## config.mk

```make
export PLATFORM = sky130hd
export DESIGN_NAME = lsu_mem_stage
export DESIGN_NICKNAME = d
export VERILOG_FILES = /design/src/rtl/lsu_mem_stage.sv
export SDC_FILE = /design/constraint.sdc
export NUM_CORES = 1
export LEC_CHECK = 0
export ABC_CLOCK_PERIOD_IN_PS = 2350
export CORE_MARGIN = 4
export CORE_UTILIZATION = 47
export DETAILED_ROUTE_END_ITERATION = 7
export PLACE_DENSITY = 0.91
export SYNTH_ARGS = -nofsm -noshare
export SYNTH_HDL_FRONTEND = slang
export SYNTH_SLANG_ARGS = --single-unit
```

## constraint.sdc

```tcl
create_clock -name clk -period 2.35 [get_ports clk]
set_input_delay 0.47 -clock clk [delete_from_list [all_inputs] [get_ports clk]]
set_output_delay 0.47 -clock clk [all_outputs]
set_load 0.05 [all_outputs]
```

## src/rtl/lsu_mem_stage.sv

```systemverilog
// lsu_mem_stage: memory-access stage after the ALU.
// Takes the ALU result as an effective address and issues one 8-byte-aligned
// request on a valid/ready memory port. Load data is extracted and
// sign/zero-extended, then handed to writeback over valid/ready.
// Non-memory ops pass the ALU result through.
//
// Ports:
//   clk, rst                  clock, synchronous active-high reset
//   in_valid/in_ready         op handshake from the ALU stage
//   in_is_load, in_is_store   op kind (both set => load)
//   in_funct3                 RV64 width/sign code
//   in_addr, in_wdata, in_rd  effective address / store data / dest reg
//   mem_req_*                 aligned request: we, addr, lane-shifted wdata, wmask
//   mem_rsp_valid/rdata       one-cycle read-data pulse
//   out_valid/out_ready       writeback handshake
//   out_we, out_rd, out_data  writeback packet
//   out_misalign              only with LSU_MISALIGN_TRAP_EN
//
// Optional macro LSU_MISALIGN_TRAP_EN: a load/store not aligned to its width
// skips the memory access and returns addr with out_misalign=1, out_we=0.
// Without it, bytes beyond lane 7 are silently dropped.
module lsu_mem_stage #(
  parameter int ADDR_W = 64,
  parameter int DATA_W = 64
) (
  input  logic                  clk,
  input  logic                  rst,
  input  logic                  in_valid,
  output logic                  in_ready,
  input  logic                  in_is_load,
  input  logic                  in_is_store,
  input  logic [2:0]            in_funct3,
  input  logic [ADDR_W-1:0]     in_addr,
  input  logic [DATA_W-1:0]     in_wdata,
  input  logic [4:0]            in_rd,
  output logic                  mem_req_valid,
  input  logic                  mem_req_ready,
  output logic                  mem_req_we,
  output logic [ADDR_W-1:0]     mem_req_addr,
  output logic [DATA_W-1:0]     mem_req_wdata,
  output logic [DATA_W/8-1:0]   mem_req_wmask,
  input  logic                  mem_rsp_valid,
  input  logic [DATA_W-1:0]     mem_rsp_rdata,
  output logic                  out_valid,
  input  logic                  out_ready,
  output logic                  out_we,
  output logic [4:0]            out_rd,
  output logic [DATA_W-1:0]     out_data
`ifdef LSU_MISALIGN_TRAP_EN
  ,
  output logic                  out_misalign
`endif
);

  localparam int MASK_W = DATA_W / 8;

  typedef enum logic [1:0] {IDLE, REQ, WAIT, DONE} state_t;

  state_t      state;
  logic        load_q;
  logic [2:0]  f3_q;
  logic [2:0]  off_q;
  logic [4:0]  rd_q;

  logic              is_mem;
  logic              illegal;
  logic              trap;
  logic [MASK_W-1:0] base_mask;
  logic [MASK_W-1:0] st_mask;
  logic [DATA_W-1:0] st_data;
  logic [DATA_W-1:0] rsp_shift;
  logic [DATA_W-1:0] ld_data;
  logic              ld_sext;

  assign in_ready = (state == IDLE);

  // Request-side decode of the incoming op.
  always_comb begin
    is_mem  = in_is_load | in_is_store;
    // Load takes priority when both flags are set.
    illegal = in_is_load ? (in_funct3 == 3'd7) : in_funct3[2];
    case (in_funct3[1:0])
      2'd0:    base_mask = MASK_W'(8'h01);
      2'd1:    base_mask = MASK_W'(8'h03);
      2'd2:    base_mask = MASK_W'(8'h0F);
      default: base_mask = MASK_W'(8'hFF);
    endcase
    // Shifts truncate to the bus width: bytes past lane 7 are dropped.
    st_mask = base_mask << in_addr[2:0];
    st_data = in_wdata << {in_addr[2:0], 3'b000};
  end

`ifdef LSU_MISALIGN_TRAP_EN
  logic [2:0] align_lo;
  always_comb begin
    case (in_funct3[1:0])
      2'd0:    align_lo = 3'b000;
      2'd1:    align_lo = 3'b001;
      2'd2:    align_lo = 3'b011;
      default: align_lo = 3'b111;
    endcase
    trap = is_mem & ~illegal & (|(in_addr[2:0] & align_lo));
  end
`else
  assign trap = 1'b0;
`endif

  // Load extraction from the captured byte offset and width code.
  always_comb begin
    rsp_shift = mem_rsp_rdata >> {off_q, 3'b000};
    ld_sext   = ~f3_q[2];
    case (f3_q[1:0])
      2'd0:    ld_data = {{(DATA_W-8){ld_sext & rsp_shift[7]}},   rsp_shift[7:0]};
      2'd1:    ld_data = {{(DATA_W-16){ld_sext & rsp_shift[15]}}, rsp_shift[15:0]};
      2'd2:    ld_data = {{(DATA_W-32){ld_sext & rsp_shift[31]}}, rsp_shift[31:0]};
      default: ld_data = rsp_shift;
    endcase
  end

  always_ff @(posedge clk) begin
    if (rst) begin
      state         <= IDLE;
      load_q        <= 1'b0;
      f3_q          <= '0;
      off_q         <= '0;
      rd_q          <= '0;
      mem_req_valid <= 1'b0;
      mem_req_we    <= 1'b0;
      mem_req_addr  <= '0;
      mem_req_wdata <= '0;
      mem_req_wmask <= '0;
      out_valid     <= 1'b0;
      out_we        <= 1'b0;
      out_rd        <= '0;
      out_data      <= '0;
`ifdef LSU_MISALIGN_TRAP_EN
      out_misalign  <= 1'b0;
`endif
    end else begin
      case (state)
        IDLE: begin
          if (in_valid) begin
            load_q <= in_is_load;
            f3_q   <= in_funct3;
            off_q  <= in_addr[2:0];
            rd_q   <= in_rd;
`ifdef LSU_MISALIGN_TRAP_EN
            out_misalign <= trap;
`endif
            if (is_mem && !illegal && !trap) begin
              state         <= REQ;
              mem_req_valid <= 1'b1;
              mem_req_we    <= ~in_is_load;
              mem_req_addr  <= {in_addr[ADDR_W-1:3], 3'b000};
              mem_req_wdata <= in_is_load ? '0 : st_data;
              mem_req_wmask <= in_is_load ? '0 : st_mask;
            end else begin
              state     <= DONE;
              out_valid <= 1'b1;
              out_rd    <= in_rd;
              if (trap) begin
                out_data <= DATA_W'(in_addr);
                out_we   <= 1'b0;
              end else if (is_mem) begin
                out_data <= '0;
                out_we   <= 1'b0;
              end else begin
                out_data <= DATA_W'(in_addr);
                out_we   <= (in_rd != 5'd0);
              end
            end
          end
        end
        REQ: begin
          if (mem_req_ready) begin
            mem_req_valid <= 1'b0;
            if (load_q) begin
              state <= WAIT;
            end else begin
              state     <= DONE;
              out_valid <= 1'b1;
              out_rd    <= rd_q;
              out_we    <= 1'b0;
              out_data  <= '0;
            end
          end
        end
        WAIT: begin
          if (mem_rsp_valid) begin
            state     <= DONE;
            out_valid <= 1'b1;
            out_rd    <= rd_q;
            out_we    <= (rd_q != 5'd0);
            out_data  <= ld_data;
          end
        end
        DONE: begin
          if (out_ready) begin
            state     <= IDLE;
            out_valid <= 1'b0;
          end
        end
        default: state <= IDLE;
      endcase
    end
  end

endmodule

```

==> metrics.cfg <==
[outcome]
status = completed

[critical_path]
cpPeakStageDelay_ns = 0.84
r2r_end = out_data[49]
critical_path.cell_chain = clkdlybuf4s50_1
worstSetupStartpoint = out_data[9]
worst_setup_path_start_kind = register
slowest_stage = clkdlybuf4s50_1
rrSetupSlack_ns = 0.12
crit_buf_inv = 1
endpoint = out_data[9]
crit_type = reg -> out
reg2reg_from = off_q[0]
crit_path_end_kind = output pin
cp.depth = 1
reg2regPathDepth = 6
worst-path-max-fanout = 2
cp.required_ns = 1.88
cp_top_family = buffers and inverters
cp_data_arrival_time_ns = 1.79

[placement]
dp_hpwl_mm = 40.0
gp_congestion = 1.00
io_buffers = 414

[route]
wl_per_cell_um = 24.1
firstDrtPassIters = 8
drtIter0Drc = 1887
vias_per_cell = 6.32
num_vias = 14000
drt-total-wl_mm = 53.3
route.detailed.drc = 0
postRouteAntennaNets = 0

[clock_network]
cts_tree = yes
clkLatencyLatePin_ns = 0.53
root_buffer = clkbuf_16
cts_max_path_buffers = 3
path_clk_slew_ns = 0.06
htreeDepth = 1
cts_sinks = 220
numCtsBuffers = 25

[logic_synthesis]
synth-main-ff-cell = dfxtp_1
yosys-top-cells-count = nand2_1 (271), dfxtp_1 (220), nor2_1 (130)
yosys-top-cells-area = dfxtp_1 (36%), mux2i_1 (9.3%), nand2_1 (8.2%), mux4_2 (6.2%), a21oi_1 (5.1%)
yosys.cell_types.count = 58
syn_area_mm2 = 0.0124
yosysMostFrequentCell = nand2_1
yosysWarnings = 0
ys_seq_area_share_pct = 35.5
async_reset_ff_share_pct = 0
synthCells = 1463
netlist.area_leader.share_pct = 35.5
yosysTopAreaCell = dfxtp_1
synth_area_per_cell_um2 = 8.48
synth-edff-count = 0
ys_ff_latch = 220

[sta]
slew_viol_final = 0
hold_viol = 0
fmax_ghz = 0.442
fin_worst_skew_ns = 0.0135
relSlewSlack_pct = 57.4
period_share_pct = 96.4
period_minus_slack_ns = 2.26
finalSetupViolCount = 0
rsz0062_at_grt = no
worst_pin_slew_ns = 0.639

[global_routing]
grt_max_degree = 71
grt_pass1_vias = 13700
grt_pass1_wl_mm = 79.1
antenna_found_initial = 2
grt_usage_pct = 34.4
grt_overflow = 0

[final_layout]
area_growth_pct = 47.0
final_nets = 2069
final_core_util_pct = 70.1
drive_gt1_share_pct = 13.1

[power]
p_leak_nw = 6.66
powerDensity_mw_per_mm2 = 1040
ir_drop_mv = 0.888
total_power_w = 0.0189

[min_path]
hp-class = in -> reg

[floorplan]
core_area_mm2 = 0.0260
initial_core_util_pct = 47.7
rows = 59
pin_count = 418
die_y_um = 170
fp.dieW_um = 170
dieArea_mm2 = 0.0290

[job]
maxCapViolCount = 0

[worst register-to-register path, stage by stage, from the launching register on]
cell	delay, ns
dfxtp_2	0.43
nor2b_2	0.56
a22oi_1	0.24
a31oi_2	0.27
buf_12	0.22
o32ai_1	0.15
a211oi_1	0.27
[sequential cells by signal, indices dropped and copies added, names as in the netlist]
name and cells:
mem_req_wdata 64, out_data 64, mem_req_addr 61, mem_req_wmask 8
out_rd 5, rd_q 5, f3_q 3, off_q 3
state 2, load_q 1, mem_req_valid 1, mem_req_we 1
out_valid 1, out_we 1
[cells by family (layout without fill, tap and decap cells)]
kind of cell               after synthesis  count (layout)  share of synthesized area [%]
DFF                                    220             220                           35.5
other                                    1               6                         0.0302
buffers and inverters                  157             565                           5.77
adders and majority gates                4               4                          0.404
and+or+nand+nor                        498             498                           17.1
muxes                                  183             183                           18.6
AOI/OAI and AO/OA                      400             400                           22.5
[through the flow]
stage	TNS, ns	hold slack, ns	cells	setup WS [ns]	area, µm²
6_report	0	0.409	2211	0.0852	18200
5_1_grt	0	0.434	2209	0.000321	18200
4_1_cts	0	0.401	2205	0.00328	18100
3_5_place_dp	-11.30	0.448	2162	-0.352	17300
3_3_place_gp	-8.16	0.440	2162	-0.281	17300
2_1_floorplan	0	0.436	1465	0.0507	12400
[per-layer routing]
metal | vias up | global-route usage, % | part of all wire [%] | routed length, µm
met2 | 1014 | 57.2 | 47 | 25000
li1 | 6135 | - | - | -
met1 | 6598 | 40.0 | 34 | 18300
met3 | 219 | 10.5 | 12 | 6610
met5 | - | 0 | 0.023 | 12
met4 | 2 | 17.6 | 6.4 | 3430
[report_power, final]
group | switching, W | internal, W
logic | 0.00622 | 0.00387
registers | 0.000429 | 0.00436
clock network | 0.00163 | 0.00237
total | 0.00828 | 0.0106
[area by class of cell]
cell class,instances,area [µm²]
Timing Repair Buffer,511,5210
Sequential cell,220,4410
Inverter,11,41.3
Clock buffer,32,682
Fill cell,1923,7760
Multi-Input combinational cell,1088,7320
Clock inverter,11,140
Tap cell,335,419
Antenna cell,3,7.51
[placed cells by master, fill, tap and decap left out, types with 3 or more instances in the layout]
| cell | synthesis | layout |
|---|---|---|
| nor2_1 | 130 | 129 |
| mux2i_1 | 115 | 115 |
| a2bb2oi_1 | 7 | 7 |
| o2111ai_1 | 7 | 7 |
| nor2b_1 | 14 | 13 |
| a311oi_1 | 3 | 3 |
| and3_1 | 10 | 9 |
| a32oi_1 | 11 | 11 |
| buf_4 | 11 | 76 |
| dfxtp_1 | 220 | 218 |
| clkbuf_16 | 0 | 26 |
| mux4_2 | 34 | 34 |
| clkdlybuf4s50_1 | 0 | 405 |
| conb_1 | 1 | 3 |
| a2111oi_0 | 6 | 6 |
| ha_1 | 4 | 3 |
| o31ai_1 | 7 | 7 |
| nand3_1 | 10 | 9 |
| bufinv_16 | 0 | 3 |
| and2_1 | 18 | 17 |
| a22oi_1 | 58 | 58 |
| a222oi_1 | 14 | 14 |
| buf_12 | 0 | 27 |
| mux2_2 | 33 | 33 |
| o21ai_0 | 44 | 44 |
| nand2_1 | 271 | 269 |
| nand2b_1 | 13 | 13 |
| clkinv_2 | 0 | 5 |
| a21oi_1 | 127 | 127 |
| a211oi_1 | 71 | 71 |
| inv_1 | 11 | 11 |
| a2111oi_2 | 9 | 9 |
| nor3_1 | 17 | 17 |
| clkbuf_1 | 87 | 4 |
| o32ai_1 | 25 | 25 |
| clkbuf_8 | 0 | 3 |
| diode_2 | 0 | 3 |
[timing repair]
| action | 4_1_cts | 5_1_grt |
|---|---|---|
| hold buffers | 0 | 0 |
| setup buffers | 0 | 2 |
| setup endpoints to repair | 0 | 39 |
| gates resized for setup | 0 | 4 |
[worst min-delay path by stage]
stage / cells after the start / end / slack [ns] / from
6_report: 2 / mem_req_wdata[2] / 0.41 / rst
5_1_grt: 2 / mem_req_wdata[2] / 0.43 / rst
3_3_place_gp: 2 / mem_req_wdata[37] / 0.44 / mem_req_wdata[37]
3_5_place_dp: 2 / mem_req_addr[16] / 0.45 / mem_req_addr[16]
4_1_cts: 2 / mem_req_wdata[2] / 0.40 / rst
2_1_floorplan: 2 / f3_q[2] / 0.44 / f3_q[2]
Power figures use the tool's default switching activity.
